<file path="src/rtl/jtag_pkg.sv">
// Shared TAP definitions: state encoding, next-state function and instruction opcodes.
package jtag_pkg;

  typedef enum logic [3:0] {
    EXIT2_DR         = 4'h0,
    EXIT1_DR         = 4'h1,
    SHIFT_DR         = 4'h2,
    PAUSE_DR         = 4'h3,
    SELECT_IR        = 4'h4,
    UPDATE_DR        = 4'h5,
    CAPTURE_DR       = 4'h6,
    SELECT_DR        = 4'h7,
    EXIT2_IR         = 4'h8,
    EXIT1_IR         = 4'h9,
    SHIFT_IR         = 4'hA,
    PAUSE_IR         = 4'hB,
    RUN_TEST_IDLE    = 4'hC,
    UPDATE_IR        = 4'hD,
    CAPTURE_IR       = 4'hE,
    TEST_LOGIC_RESET = 4'hF
  } tap_state_t;

  localparam int unsigned TAP_IR_W = 4;

  localparam logic [TAP_IR_W-1:0] OP_EXTEST = 4'b0000;
  localparam logic [TAP_IR_W-1:0] OP_SAMPLE = 4'b0001;
  localparam logic [TAP_IR_W-1:0] OP_IDCODE = 4'b0010;
  localparam logic [TAP_IR_W-1:0] OP_BYPASS = 4'b1111;

  function automatic tap_state_t tap_next(input tap_state_t s, input logic tms);
    tap_state_t n;
    case (s)
      TEST_LOGIC_RESET: n = tms ? TEST_LOGIC_RESET : RUN_TEST_IDLE;
      RUN_TEST_IDLE:    n = tms ? SELECT_DR        : RUN_TEST_IDLE;
      SELECT_DR:        n = tms ? SELECT_IR        : CAPTURE_DR;
      CAPTURE_DR:       n = tms ? EXIT1_DR         : SHIFT_DR;
      SHIFT_DR:         n = tms ? EXIT1_DR         : SHIFT_DR;
      EXIT1_DR:         n = tms ? UPDATE_DR        : PAUSE_DR;
      PAUSE_DR:         n = tms ? EXIT2_DR         : PAUSE_DR;
      EXIT2_DR:         n = tms ? UPDATE_DR        : SHIFT_DR;
      UPDATE_DR:        n = tms ? SELECT_DR        : RUN_TEST_IDLE;
      SELECT_IR:        n = tms ? TEST_LOGIC_RESET : CAPTURE_IR;
      CAPTURE_IR:       n = tms ? EXIT1_IR         : SHIFT_IR;
      SHIFT_IR:         n = tms ? EXIT1_IR         : SHIFT_IR;
      EXIT1_IR:         n = tms ? UPDATE_IR        : PAUSE_IR;
      PAUSE_IR:         n = tms ? EXIT2_IR         : PAUSE_IR;
      EXIT2_IR:         n = tms ? UPDATE_IR        : SHIFT_IR;
      UPDATE_IR:        n = tms ? SELECT_DR        : RUN_TEST_IDLE;
      default:          n = TEST_LOGIC_RESET;
    endcase
    return n;
  endfunction

endpackage

</file>
<file path="src/rtl/jtag_tap_fsm.sv">
// 16-state TAP controller state register, advanced by tms on every rising tck.
module jtag_tap_fsm
  import jtag_pkg::*;
(
  input  logic       tck,
  input  logic       trst_n,
  input  logic       tms,
  output tap_state_t tap_state
);

  tap_state_t state_q;
  tap_state_t state_d;

  always_comb begin
    state_d = tap_next(state_q, tms);
  end

  always_ff @(posedge tck) begin
    if (!trst_n) state_q <= TEST_LOGIC_RESET;
    else         state_q <= state_d;
  end

  assign tap_state = state_q;

endmodule

</file>
<file path="src/rtl/jtag_tap_ctrl.sv">
// TAP controller top: IR and decode, BYPASS/IDCODE registers, BSC chain strobes and tdo mux.
module jtag_tap_ctrl
  import jtag_pkg::*;
#(
  parameter int          IR_W   = 4,
  parameter logic [31:0] IDCODE = 32'h1000_0001
) (
  input  logic            tck,
  input  logic            trst_n,
  input  logic            tms,
  input  logic            tdi,
  output logic            tdo,
  output logic            tdo_en,
  output logic            bsc_s_i,
  input  logic            bsc_s_o,
  output logic            clock_dr,
  output logic            shift_dr,
  output logic            update_dr,
  output logic            mode,
  output logic [3:0]      tap_state
);

  localparam logic [IR_W-1:0] EXTEST_OP = IR_W'(OP_EXTEST);
  localparam logic [IR_W-1:0] SAMPLE_OP = IR_W'(OP_SAMPLE);
  localparam logic [IR_W-1:0] IDCODE_OP = IR_W'(OP_IDCODE);

  tap_state_t state;
  tap_state_t state_nxt;

  logic [IR_W-1:0] ir_q, ir_d;
  logic [IR_W-1:0] ir_sr_q, ir_sr_d;
  logic [31:0]     idreg_q, idreg_d;
  logic            byp_q, byp_d;
  logic            tdo_q, tdo_d;
  logic            tdo_en_q, tdo_en_d;
  logic            sel_chain;
  logic            sel_id;

  jtag_tap_fsm u_fsm (
    .tck       (tck),
    .trst_n    (trst_n),
    .tms       (tms),
    .tap_state (state)
  );

  assign sel_chain = (ir_q == EXTEST_OP) || (ir_q == SAMPLE_OP);
  assign sel_id    = (ir_q == IDCODE_OP);

  always_comb begin
    state_nxt = tap_next(state, tms);
    ir_d      = ir_q;
    ir_sr_d   = ir_sr_q;
    idreg_d   = idreg_q;
    byp_d     = byp_q;
    tdo_d     = tdo_q;
    tdo_en_d  = 1'b0;
    // Walking into TEST_LOGIC_RESET with tms has the same effect as trst_n.
    if (state_nxt == TEST_LOGIC_RESET) begin
      ir_d    = IDCODE_OP;
      ir_sr_d = '0;
      idreg_d = '0;
      byp_d   = 1'b0;
      tdo_d   = 1'b0;
    end else begin
      case (state)
        CAPTURE_IR: ir_sr_d = IR_W'(1);
        SHIFT_IR: begin
          ir_sr_d  = {tdi, ir_sr_q[IR_W-1:1]};
          tdo_d    = ir_sr_q[0];
          tdo_en_d = 1'b1;
        end
        UPDATE_IR: ir_d = ir_sr_q;
        CAPTURE_DR: begin
          if (sel_id)          idreg_d = IDCODE;
          else if (!sel_chain) byp_d   = 1'b0;
        end
        SHIFT_DR: begin
          tdo_en_d = 1'b1;
          if (sel_chain) begin
            tdo_d = bsc_s_o;
          end else if (sel_id) begin
            tdo_d   = idreg_q[0];
            idreg_d = {tdi, idreg_q[31:1]};
          end else begin
            tdo_d = byp_q;
            byp_d = tdi;
          end
        end
        default: ;
      endcase
    end
  end

  always_ff @(posedge tck) begin
    if (!trst_n) begin
      ir_q     <= IDCODE_OP;
      ir_sr_q  <= '0;
      idreg_q  <= '0;
      byp_q    <= 1'b0;
      tdo_q    <= 1'b0;
      tdo_en_q <= 1'b0;
    end else begin
      ir_q     <= ir_d;
      ir_sr_q  <= ir_sr_d;
      idreg_q  <= idreg_d;
      byp_q    <= byp_d;
      tdo_q    <= tdo_d;
      tdo_en_q <= tdo_en_d;
    end
  end

  // Chain strobes follow the registered state directly so the chain acts in the same cycle.
  assign clock_dr  = sel_chain && ((state == CAPTURE_DR) || (state == SHIFT_DR));
  assign shift_dr  = sel_chain && (state == SHIFT_DR);
  assign update_dr = sel_chain && (state == UPDATE_DR);
  assign mode      = (ir_q == EXTEST_OP);

  assign bsc_s_i   = tdi;
  assign tdo       = tdo_q;
  assign tdo_en    = tdo_en_q;
  assign tap_state = state;

endmodule

</file>
<file path="config.mk">
export PLATFORM = sky130hd
export DESIGN_NAME = jtag_tap_ctrl
export DESIGN_NICKNAME = d
export VERILOG_FILES = /design/src/rtl/jtag_pkg.sv /design/src/rtl/jtag_tap_fsm.sv /design/src/rtl/jtag_tap_ctrl.sv
export SDC_FILE = /design/constraint.sdc
export NUM_CORES = 1
export LEC_CHECK = 0
export ABC_AREA = 1
export CORE_MARGIN = 10
export CORE_UTILIZATION = 58
export DETAILED_ROUTE_END_ITERATION = 8
export GPL_TIMING_DRIVEN = 0
export PLACE_DENSITY = 0.79
export SYNTH_ARGS = -nofsm -noshare
export SYNTH_HDL_FRONTEND = slang
export SYNTH_SLANG_ARGS = --single-unit
</file>
<file path="constraint.sdc">
create_clock -name tck -period 2.2 [get_ports tck]
set_clock_uncertainty 0.15 [all_clocks]
set_input_delay 0.55 -clock tck [delete_from_list [all_inputs] [get_ports tck]]
set_output_delay 0.55 -clock tck [all_outputs]
set_load 0.05 [all_outputs]
</file>
==> flow_summary.toml <==
[status]
status = "complete, no violations"

[sta]
fmax_mhz = 463.4
slew_viol_final = 0
rsz0062_at_grt = "false"
worst_pin_slew_ns = 0.4999
slew_headroom_pct = 66.57
hold_viol = 0
fin_crit_sh_pct = 98.09
tns_ns = 0
fin_crit_ns = 2.158
setup_viol = 0

[floorplanning]
dieWidth_microns = 82.06
rows = 22
die_area_sq_mm = 0.006733
ios = 16
core_area_sq_mm = 0.003689
die_h_microns = 82.06
initial_core_util_pct = 60.55

[synth]
syn_nets = 301
synth.distinct_cells = 24
synth_warnings = 0
syn_avg_cell_area_sq_um = 7.545
syn-cell-area_sq_mm = 0.002233
ys_ff_latch = 47
seq_area_frac_synth_pct = 42.13
postSynthCellCount = 296

[global_route]
grt_pass1_wl_mm = 8.383
grt-ovfl-total = 0
grt_pass1_vias = 1836
grt_max_degree = 15
grt_usage_pct = 15.59
antenna_found_initial = 0

[power_and_ir_drop]
vdd_ir_drop_max_mv = 0.6327
power_w = 0.003463
switchingPower_w = 0.001546
p_leak_nw = 1.007
switching_share_pct = 44.64
comb_power_share_pct = 48.2
p_int_w = 0.001917
clock_power_share_pct = 15.8
seq_power_share_pct = 36.1
power_density_mw_per_mm2 = 1375

[place]
gp_congestion = 0.8153
dp_hpwl_mm = 3.450
place.port_buffers = 14
post_dp_cell_area_sq_mm = 0.002441

[run]
cap_violations = 0

[setup_path]
cp-end-kind = "output pin"
critPathMaxFanout = 2
path_class = "register to output pin"
cp_top_family = "buffers and inverters"
critical_path_arrival_ns = 1.46
required_ns = 1.50
critPathBufInv = 1
startpoint_type = "register"
crit_slowest_cell = "clkdlybuf4s50_1"
max_stage_delay_ns = 0.81
worstPathCellList = "clkdlybuf4s50_1"

[detailed_routing]
wirelength_mm = 4.917
drc = 0
first_pass_iters = 4
viasPerCell = 5.404
wl_per_cell_microns = 13.43
dr_total_vias = 1978
ant_nets = 0
dr.first_iter.drc_count = 232

[clocking]
clockBufferDepth = 2
path_clk_slew_ns = 0.08
cts_max_level = 2
clock_sinks = 47
tritoncts = "done"
cts_setup_buffers = 0
cts_resized = 29
hold_buffers = 0
worstSkewPairLatency_ns = 0.30
cts_root_buffer = "clkbuf_8"
cts_buffers = 5

[cells_and_area]
n_antenna_cell = 0
drive_above_1_share_pct = 18.87
fin_nets = 322
stdcell_area_sq_mm = 0.002519
areaGrowthSynthToFinish_pct = 12.77

[hold_path]
hp-class = "register to register"
## synth_stat cells
| cell type | number | area share [%] |
|---|---|---|
| a21oi_2 | 6 | 2.4 |
| buf_2 | 6 | 1.3 |
| o22ai_1 | 4 | 1.1 |
| nor2_8 | 1 | 0.90 |
| buf_6 | 9 | 4.5 |
| nand2_1 | 28 | 4.7 |
| nand4_1 | 3 | 0.84 |
| a21oi_1 | 42 | 9.4 |
| inv_1 | 39 | 6.6 |
| nand3_1 | 5 | 1.1 |
| o211ai_1 | 1 | 0.34 |
| nor3_1 | 1 | 0.22 |
| o21ai_0 | 39 | 8.7 |
| inv_2 | 4 | 0.67 |
| clkbuf_1 | 2 | 0.34 |
| nor2_1 | 26 | 4.4 |
| mux2_2 | 1 | 0.50 |
| o21ai_1 | 3 | 0.67 |
| dfxtp_1 | 47 | 42 |
| a31oi_1 | 14 | 3.9 |
| nor2_4 | 4 | 2.0 |
| nand2_2 | 7 | 2.0 |
| buf_4 | 2 | 0.67 |
| nor2_2 | 2 | 0.56 |
## power groups by stage
| stage | registers, W | clock network [W] | logic, W |
|---|---|---|---|
| after floorplan | 0.00136 | 0 | 0.00117 |
| after global placement | 0.00126 | 0 | 0.00165 |
| after detailed placement | 0.00126 | 0 | 0.00168 |
| after CTS | 0.00124 | 0.000553 | 0.00166 |
| after global routing | 0.00127 | 0.000596 | 0.00183 |
| final | 0.00125 | 0.000547 | 0.00167 |
## per-stage QoR
step | cells | util, % | hold WS (ns) | setup WS (ns)
after floorplan | 296 | - | 0.3320 | 0.03768
after global placement | 358 | 66.18 | 0.3491 | -0.4674
after detailed placement | 358 | 66.18 | 0.3613 | -0.4601
after CTS | 366 | 68.01 | 0.3769 | 0.02719
after global routing | 366 | 68.28 | 0.4007 | 0.004468
final | 366 | 68.28 | 0.3728 | 0.04208
## flip-flops by register name, indices dropped and copies added (netlist names)
name,flops
ir_q,4
byp_q,1
idreg_q,32
ir_sr_q,4
u_fsm.tap_state,4
tdo,1
tdo_en,1
## layer usage
layer  share of wire, %  GRT usage (%)
met4                1.4          6.122
met1                 46          20.58
met3                6.1          3.384
met5                  0              0
met2                 47          24.22
## cell type report
cell class	count	area [sq um]
Buffer	19	153.9
Clock buffer	7	86.33
Tap cell	48	60.06
Sequential cell	47	944.7
Timing Repair Buffer	14	118.9
Fill cell	345	1170
Multi-Input combinational cell	187	984.7
Clock inverter	1	8.758
Inverter	43	161.4
## final timing paths
path | depth (start not counted) | to | slack [ns] | start
min reg2reg | 2 | idreg_q[10] | 0.37 | idreg_q[11]
max | 1 | tdo | 0.04 | tdo
min | 2 | idreg_q[10] | 0.37 | idreg_q[11]
max reg2reg | 11 | idreg_q[14] | 0.40 | u_fsm.tap_state[3]
## logic make-up after synthesis
family                 after synthesis  share of synthesized area, %
DFF                                 47                         42.13
AOI/OAI and AO/OA                  109                         26.55
and+or+nand+nor                     77                         16.69
muxes                                1                        0.5042
buffers and inverters               62                         14.12
## cell usage in the layout (no fill, tap or decap), drive strengths merged
cell	netlist	final
a21oi	48	48
a31oi	14	14
buf	17	20
clkbuf	2	11
clkdlybuf4s50	0	6
clkinv	0	1
dfxtp	47	47
dlygate4sd2	0	3
inv	43	43
mux2	1	1
nand2	35	35
nand3	5	5
nand4	3	3
nor2	33	33
nor3	1	1
o211ai	1	1
o21ai	42	42
o22ai	4	4
No activity file was read; power rests on OpenSTA's default activity.
==> variant 1, RTL diff (config.mk and constraints unchanged) <==
Take the reset off `ir_sr_q` and load it in a clocked block of its own.
--- a/src/rtl/jtag_tap_ctrl.sv
+++ b/src/rtl/jtag_tap_ctrl.sv
@@ -95,5 +95,4 @@
     if (!trst_n) begin
       ir_q     <= IDCODE_OP;
-      ir_sr_q  <= '0;
       idreg_q  <= '0;
       byp_q    <= 1'b0;
@@ -102,5 +101,4 @@
     end else begin
       ir_q     <= ir_d;
-      ir_sr_q  <= ir_sr_d;
       idreg_q  <= idreg_d;
       byp_q    <= byp_d;
@@ -108,4 +106,8 @@
       tdo_en_q <= tdo_en_d;
     end
+  end
+
+  always_ff @(posedge tck) begin
+    ir_sr_q <= ir_sr_d;
   end
 
Function: no difference found for any inputs over 10 cycles, from zero or initial values and one cycle with trst_n low; that may be too few to reach the edited logic, so the function may still have changed.
==> variant 1 against the original RTL <==
- count of clock-buffer cells in the layout stayed put
- non-clock buffer count shrank 1
- sequential share of layout area is 0.71 points higher
- cell area fell by 2.0%
- worst setup slack worse by 0.014 ns
- cell count rose by 1.9%
- routed wire length decreased by 14%
- worst hold slack worse by 0.041 ns
- sequential cell count is the same
- area after synthesis decreased by 4.3%
- first-iteration DRC count down 44%
Power is not compared: it rests on default switching activity, and its combinational part moved more than twofold at a synthesized area within 25%.
==> variant 1: results (changes against the original RTL) <==
OUTCOME='completed'
SYNTH.NET_COUNT=306  # +1.7%
DRT_PRE_ANTENNA_ITERS=4  # unchanged
CTS_BUFFERS=5  # unchanged
ROUTEDWLPERCELL_UM=11.3  # -16%
SYNTH.YOSYS.SEQ_AREA_SHARE=0.440  # +0.0187
SYNTH_WARN=0  # unchanged
GRT.TOTAL_USAGE=0.141  # -0.0149
LAYOUT-DRIVE-GT1-SHARE=0.188  # -0.000987
VDD_DROP_MAX_mV=0.783
CTSLONGESTPATHBUFFERS=2  # unchanged
CTS_MAX_LEVEL=2  # unchanged
POWER.TOTAL_W=0.00224
WORST-R2R-SETUP-SLACK_NS=0.44  # +0.04 ns
SYNTH_COMMON_CELLS='sky130_fd_sc_hd__nand2_1 (62), sky130_fd_sc_hd__nor2_1 (54), sky130_fd_sc_hd__dfxtp_1 (47), sky130_fd_sc_hd__o21ai_0 (34), sky130_fd_sc_hd__inv_1 (28)'
CTS.ROOT.BUFFER_CELL='sky130_fd_sc_hd__clkbuf_8'
HOLD_CLASS='reg -> reg'
SYNTHFLOPTYPE='sky130_fd_sc_hd__dfxtp_1'
GRT_FIRST_PASS_WIRELENGTH_MM=7.37  # -12%
COMB_POWER_W=0.000732
YS_TOP_CELLS_BY_AREA='sky130_fd_sc_hd__dfxtp_1 (44%), sky130_fd_sc_hd__nand2_1 (11%), sky130_fd_sc_hd__nor2_1 (9.5%)'
NUMBER_OF_ANTENNA_VIOLATIONS_AT_THE_FIRST_CHECK_IN_GLOBAL_ROUTING=0  # unchanged
DRT_FIRST_ITER_VIOLATIONS=130  # -44%
COUNT_OF_NON_FILLER_CELLS_IN_THE_FINISHED_LAYOUT=373  # +1.9%
DP.CELLS=363  # +1.4%
CP_TOP_FAMILY='simple AND/OR/NAND/NOR gates'
POST-DP-HPWL_MM=3.02  # -12%
GRT_START_MAX_NET_PINS=15  # unchanged
GRT_PASS1_VIAS=1691  # -7.9%
INSERTION_DELAY_NS=0.30  # about the same
DESIGN.FINAL.NETS=329  # +2.2%
FLIP_FLOP_COUNT_OF_THE_LARGEST_REGISTER_AFTER_LAYOUT=32  # unchanged
CRITPATHSLOWESTCELL='sky130_fd_sc_hd__dfxtp_2'
SYN_INST=301  # +1.7%
DETAIL_ROUTE.VIAS_PER_CELL=5.02  # -7.1%
TIMING.MAX_SLEW.REL_SLACK=0.669  # +0.00311
STAGE_DELAY_OF_THE_SLOWEST_CELL_ON_THE_CRITICAL_PATH_NS=0.34  # -0.47 ns
YS_ASYNC_RST_SHARE=0  # unchanged
WORST-PATH-MAX-FANOUT=8  # +6
GP_CONGESTION=0.842  # +3.3%
DRV.MAX_CAP_VIOLATION_COUNT=0  # unchanged
## variant 1: cell count changes in the layout (fill, tap and decap cells not counted), moves of 7 or more
cell,delta
sky130_fd_sc_hd__a21oi_1,-36
sky130_fd_sc_hd__nand2_1,+33
sky130_fd_sc_hd__nor2_1,+28
sky130_fd_sc_hd__inv_1,-11
sky130_fd_sc_hd__nand3_1,+8
sky130_fd_sc_hd__nor2_2,+7
## variant 1: worst paths after layout
check | cells past startpoint | endpoint | start
worst max-delay path | 6 | shift_dr | u_fsm.tap_state[1]
worst min-delay path | 2 | ir_sr_q[2] | ir_sr_q[3]
worst max register to register | 7 | idreg_q[8] | ir_q[3]
worst min register to register | 2 | ir_sr_q[2] | ir_sr_q[3]
## variant 1: timing repair
| action | 4_1_cts | 5_1_grt |
|---|---|---|
| endpoints found under the setup margin | 8 | 5 |
| hold endpoints to repair | 0 | 0 |
| resized for setup | 31 | 8 |
| setup buffers | 0 | 3 |
| pin swaps | 0 | 1 |
## variant 1: cell families (layout without fill, tap and decap cells)
kind of cell,count (synthesis),in the layout,synth area share
flip-flops,47,47,0.440
AND/OR/NAND/NOR,149,149,0.303
buffers and inverters,50,74,0.118
multiplexers,2,2,0.0105
AO/OA/AOI/OAI,53,53,0.129
## variant 1: worst reg2reg max path, cell delays in order, from the launching register on
cell,delay (ns)
sky130_fd_sc_hd__dfxtp_1,0.31
sky130_fd_sc_hd__nor2_1,0.21
sky130_fd_sc_hd__nand3_1,0.24
sky130_fd_sc_hd__nor2_4,0.23
sky130_fd_sc_hd__buf_2,0.23
sky130_fd_sc_hd__o21ai_0,0.13
sky130_fd_sc_hd__o21ai_0,0.10
sky130_fd_sc_hd__nor2_1,0.06
## variant 1: cell type report
type / instances / area [um2]
Tap cell: 48 / 60.1
Buffer: 15 / 120
Clock inverter: 1 / 8.76
Sequential cell: 47 / 943
Clock buffer: 7 / 86.3
Inverter: 34 / 133
Multi-Input combinational cell: 204 / 966
Timing Repair Buffer: 17 / 151
Fill cell: 332 / 1140
## variant 1: per-layer routing
layer,wire length (um),up-vias,global-route usage
met5,0,-,0
met3,200,6,0.0413
met2,1960,32,0.228
met1,1990,847,0.171
li1,-,987,-
met4,70,0,0.0588
## variant 1: metrics by stage
step	utilization	hold WS [ns]	setup slack (ns)	TNS [ns]	area, um2
after floorplan	-	0.300	-0.0805	-0.0805	2160
after global placement	0.653	0.317	-0.531	-5.37	2360
after detailed placement	0.653	0.321	-0.526	-6.38	2360
after CTS	0.673	0.334	-0.0304	-0.0304	2430
after global routing	0.685	0.355	-0.0419	-0.0419	2470
final	0.685	0.332	0.0286	0	2470
==> variant 2, RTL diff (same flow settings) <==
Made on the original files. Change the parameter `IDCODE` from 32'h1000_0001 to 32'h08000000.
--- a/src/rtl/jtag_tap_ctrl.sv
+++ b/src/rtl/jtag_tap_ctrl.sv
@@ -4,5 +4,5 @@
 #(
   parameter int          IR_W   = 4,
-  parameter logic [31:0] IDCODE = 32'h1000_0001
+  parameter logic [31:0] IDCODE = 32'h08000000
 ) (
   input  logic            tck,
Formal check against the unedited RTL: not equivalent (Yosys sat finds a counterexample within 10 cycles, from zero or initial values and one cycle with trst_n low).
==> variant 2 against the original RTL <==
- cell area increased by 0.60%
- sequential cell count unchanged
- worst setup slack got worse by 0.0036 ns
- sequential share of layout area decreased by 0.17 points
- clock power decreased by 6.6%
- first-iteration DRC count decreased by 50%
- area after synthesis decreased by 1.7%
- combinational power about the same
- total power decreased by 0.15%
- routed wire length increased by 3.3%
- critical path type unchanged
==> variant 2: results (changes against the original RTL) <==
DP.CELLS=361  # +0.84%
OUTCOME='completed'
CTS_BUFFERS=5  # unchanged
LKG_PWR_nW=1.04  # +3.1%
MET1_USAGE=0.197  # -0.00886
WORSTREG2REGSTART='u_fsm.tap_state[0]'
DRT_FIRST_ITER_VIOLATIONS=117  # -50%
PRE_CTS_WS_NS=-0.436  # +0.0241 ns
LARGEST_REG_BY_FF_COUNT='idreg_q'
YS_TOP_CELLS_BY_AREA='sky130_fd_sc_hd__dfxtp_1 (43%), sky130_fd_sc_hd__a21oi_1 (11%), sky130_fd_sc_hd__nand2_1 (7.7%)'
POST_SYNTH_NUM_CELL_TYPES=23  # -4.2%
SYNTH.NET_COUNT=304  # +1.0%
TIMING.REG2REG.WORST_PATH_DEPTH=10  # -1
GRT_FIRST_PASS_WIRELENGTH_MM=8.75  # +4.4%
NUM-FILL-CELLS=333  # -3.5%
MIN_PERIOD_OVER_PERIOD=0.982  # +0.00162
HOLD-WORST-SLACK_NS=0.366  # -0.00667 ns
DRT_PRE_ANTENNA_ITERS=5  # +1
HOLD_CLASS='reg -> reg'
SYNTH.YOSYS.SEQ_AREA_SHARE=0.428  # +0.00720
GRTUSAGEMET2=0.280  # +0.0382
STAGE_DELAY_OF_THE_SLOWEST_CELL_ON_THE_CRITICAL_PATH_NS=0.39  # -0.42 ns
DESIGN.FINAL.NETS=329  # +2.2%
DETAILROUTE.VIA_COUNT=2018  # +2.0%
WORST-PATH-MAX-FANOUT=14  # +12
CP-STARTPOINT='u_fsm.tap_state[1]'
ROUTEDWLPERCELL_UM=13.6  # +1.3%
SWITCHING_FRACTION_OF_TOTAL_POWER=0.445  # -0.00131
YS_ASYNC_RST_SHARE=0  # unchanged
SYNTH_COMMON_CELLS='sky130_fd_sc_hd__a21oi_1 (48), sky130_fd_sc_hd__dfxtp_1 (47), sky130_fd_sc_hd__nand2_1 (45), sky130_fd_sc_hd__inv_1 (36), sky130_fd_sc_hd__o21ai_0 (30)'
SYNTH.AVG_CELL_AREA_UM2=7.34  # -2.7%
WORST-R2R-SETUP-SLACK_NS=0.33  # -0.07 ns
GLOBAL_ROUTE.USAGE.MET3=0.0371  # +0.00328
CRITICAL_PATH.ENDPOINT='shift_dr'
POST-DP-HPWL_MM=3.52  # +2.1%
VDD_DROP_MAX_mV=0.679  # +7.3%
CRIT-REG2REG-CAPTURE='idreg_q[19]'
GP_CONGESTION=0.873  # +7.1%
LAYOUT-DRIVE-GT1-SHARE=0.175  # -0.0133
GRT.TOTAL_USAGE=0.162  # +0.00586
DETAIL_ROUTE.WIRELENGTH_MM=5.08  # +3.3%
CRITPATHSLOWESTCELL='sky130_fd_sc_hd__dfxtp_4'
GRT_PASS1_VIAS=1915  # +4.3%
WORST_SLEW_PIN_SLEW_NS=0.501  # +0.00113 ns
CTS_MAX_LEVEL=2  # unchanged
variant 2: cells by family (layout without fill, tap and decap cells):
group,Yosys count,in the layout,share of synthesized area
muxes,1,1,0.00513
and+or+nand+nor,86,86,0.180
AOI/OAI and AO/OA,105,105,0.250
buffers and inverters,60,86,0.136
DFF,47,47,0.428
variant 2: layout make-up:
class / count / area, um2 / share of cell area
Clock inverter: 2 / 12.5 / 0.00494
Sequential cell: 47 / 946 / 0.373
Tap cell: 48 / 60.1 / 0.0237
Inverter: 40 / 155 / 0.0612
Buffer: 19 / 138 / 0.0543
Timing Repair Buffer: 19 / 166 / 0.0657
Multi-Input combinational cell: 192 / 983 / 0.388
Clock buffer: 6 / 72.6 / 0.0286
variant 2: power by group through the flow:
stage | Combinational, W | Sequential [W] | Clock (W)
final | 0.00167 | 0.00128 | 0.000511
after global routing | 0.00185 | 0.00130 | 0.000550
after CTS | 0.00161 | 0.00127 | 0.000513
after detailed placement | 0.00161 | 0.00129 | 0
after global placement | 0.00160 | 0.00128 | 0
after floorplan | 0.00112 | 0.00139 | 0
variant 2: worst min-delay path by stage:
stage | startpoint | endpoint | depth (start not counted)
floorplan | ir_sr_q[1] | ir_q[1] | 2
global placement | idreg_q[6] | idreg_q[5] | 2
detailed placement | idreg_q[6] | idreg_q[5] | 2
CTS | idreg_q[6] | idreg_q[5] | 2
global route | idreg_q[22] | idreg_q[21] | 2
finish | idreg_q[6] | idreg_q[5] | 2
variant 2: what timing repair did:
| item | in CTS | in global routing |
|---|---|---|
| resized for setup | 32 | 11 |
| hold buffers | 0 | 0 |
| setup buffers | 0 | 5 |
| setup endpoints to repair | 8 | 4 |
| pin swaps | 0 | 2 |
variant 2: metal layers:
metal  wire length (um)  vias to the layer above
li1                   -                     1030
met1               2240                      931
met2               2470                       50
met3                322                        7
met4                 52                        0
met5                  0                        -
variant 2: per-stage QoR:
step	cell area (um2)	setup TNS, ns	utilization
2_1_floorplan	2210	0	-
3_3_place_gp	2410	-1.39	0.660
3_5_place_dp	2410	-1.54	0.660
4_1_cts	2480	-0.0730	0.678
5_1_grt	2530	-0.0152	0.692
6_report	2530	0	0.692
variant 2: critical path: cells and delay by family (launching register included):
family | cells | cell delay (ns)
buffers and inverters | 3 | 0.32
flip-flops | 1 | 0.39
AND/OR/NAND/NOR | 4 | 0.46
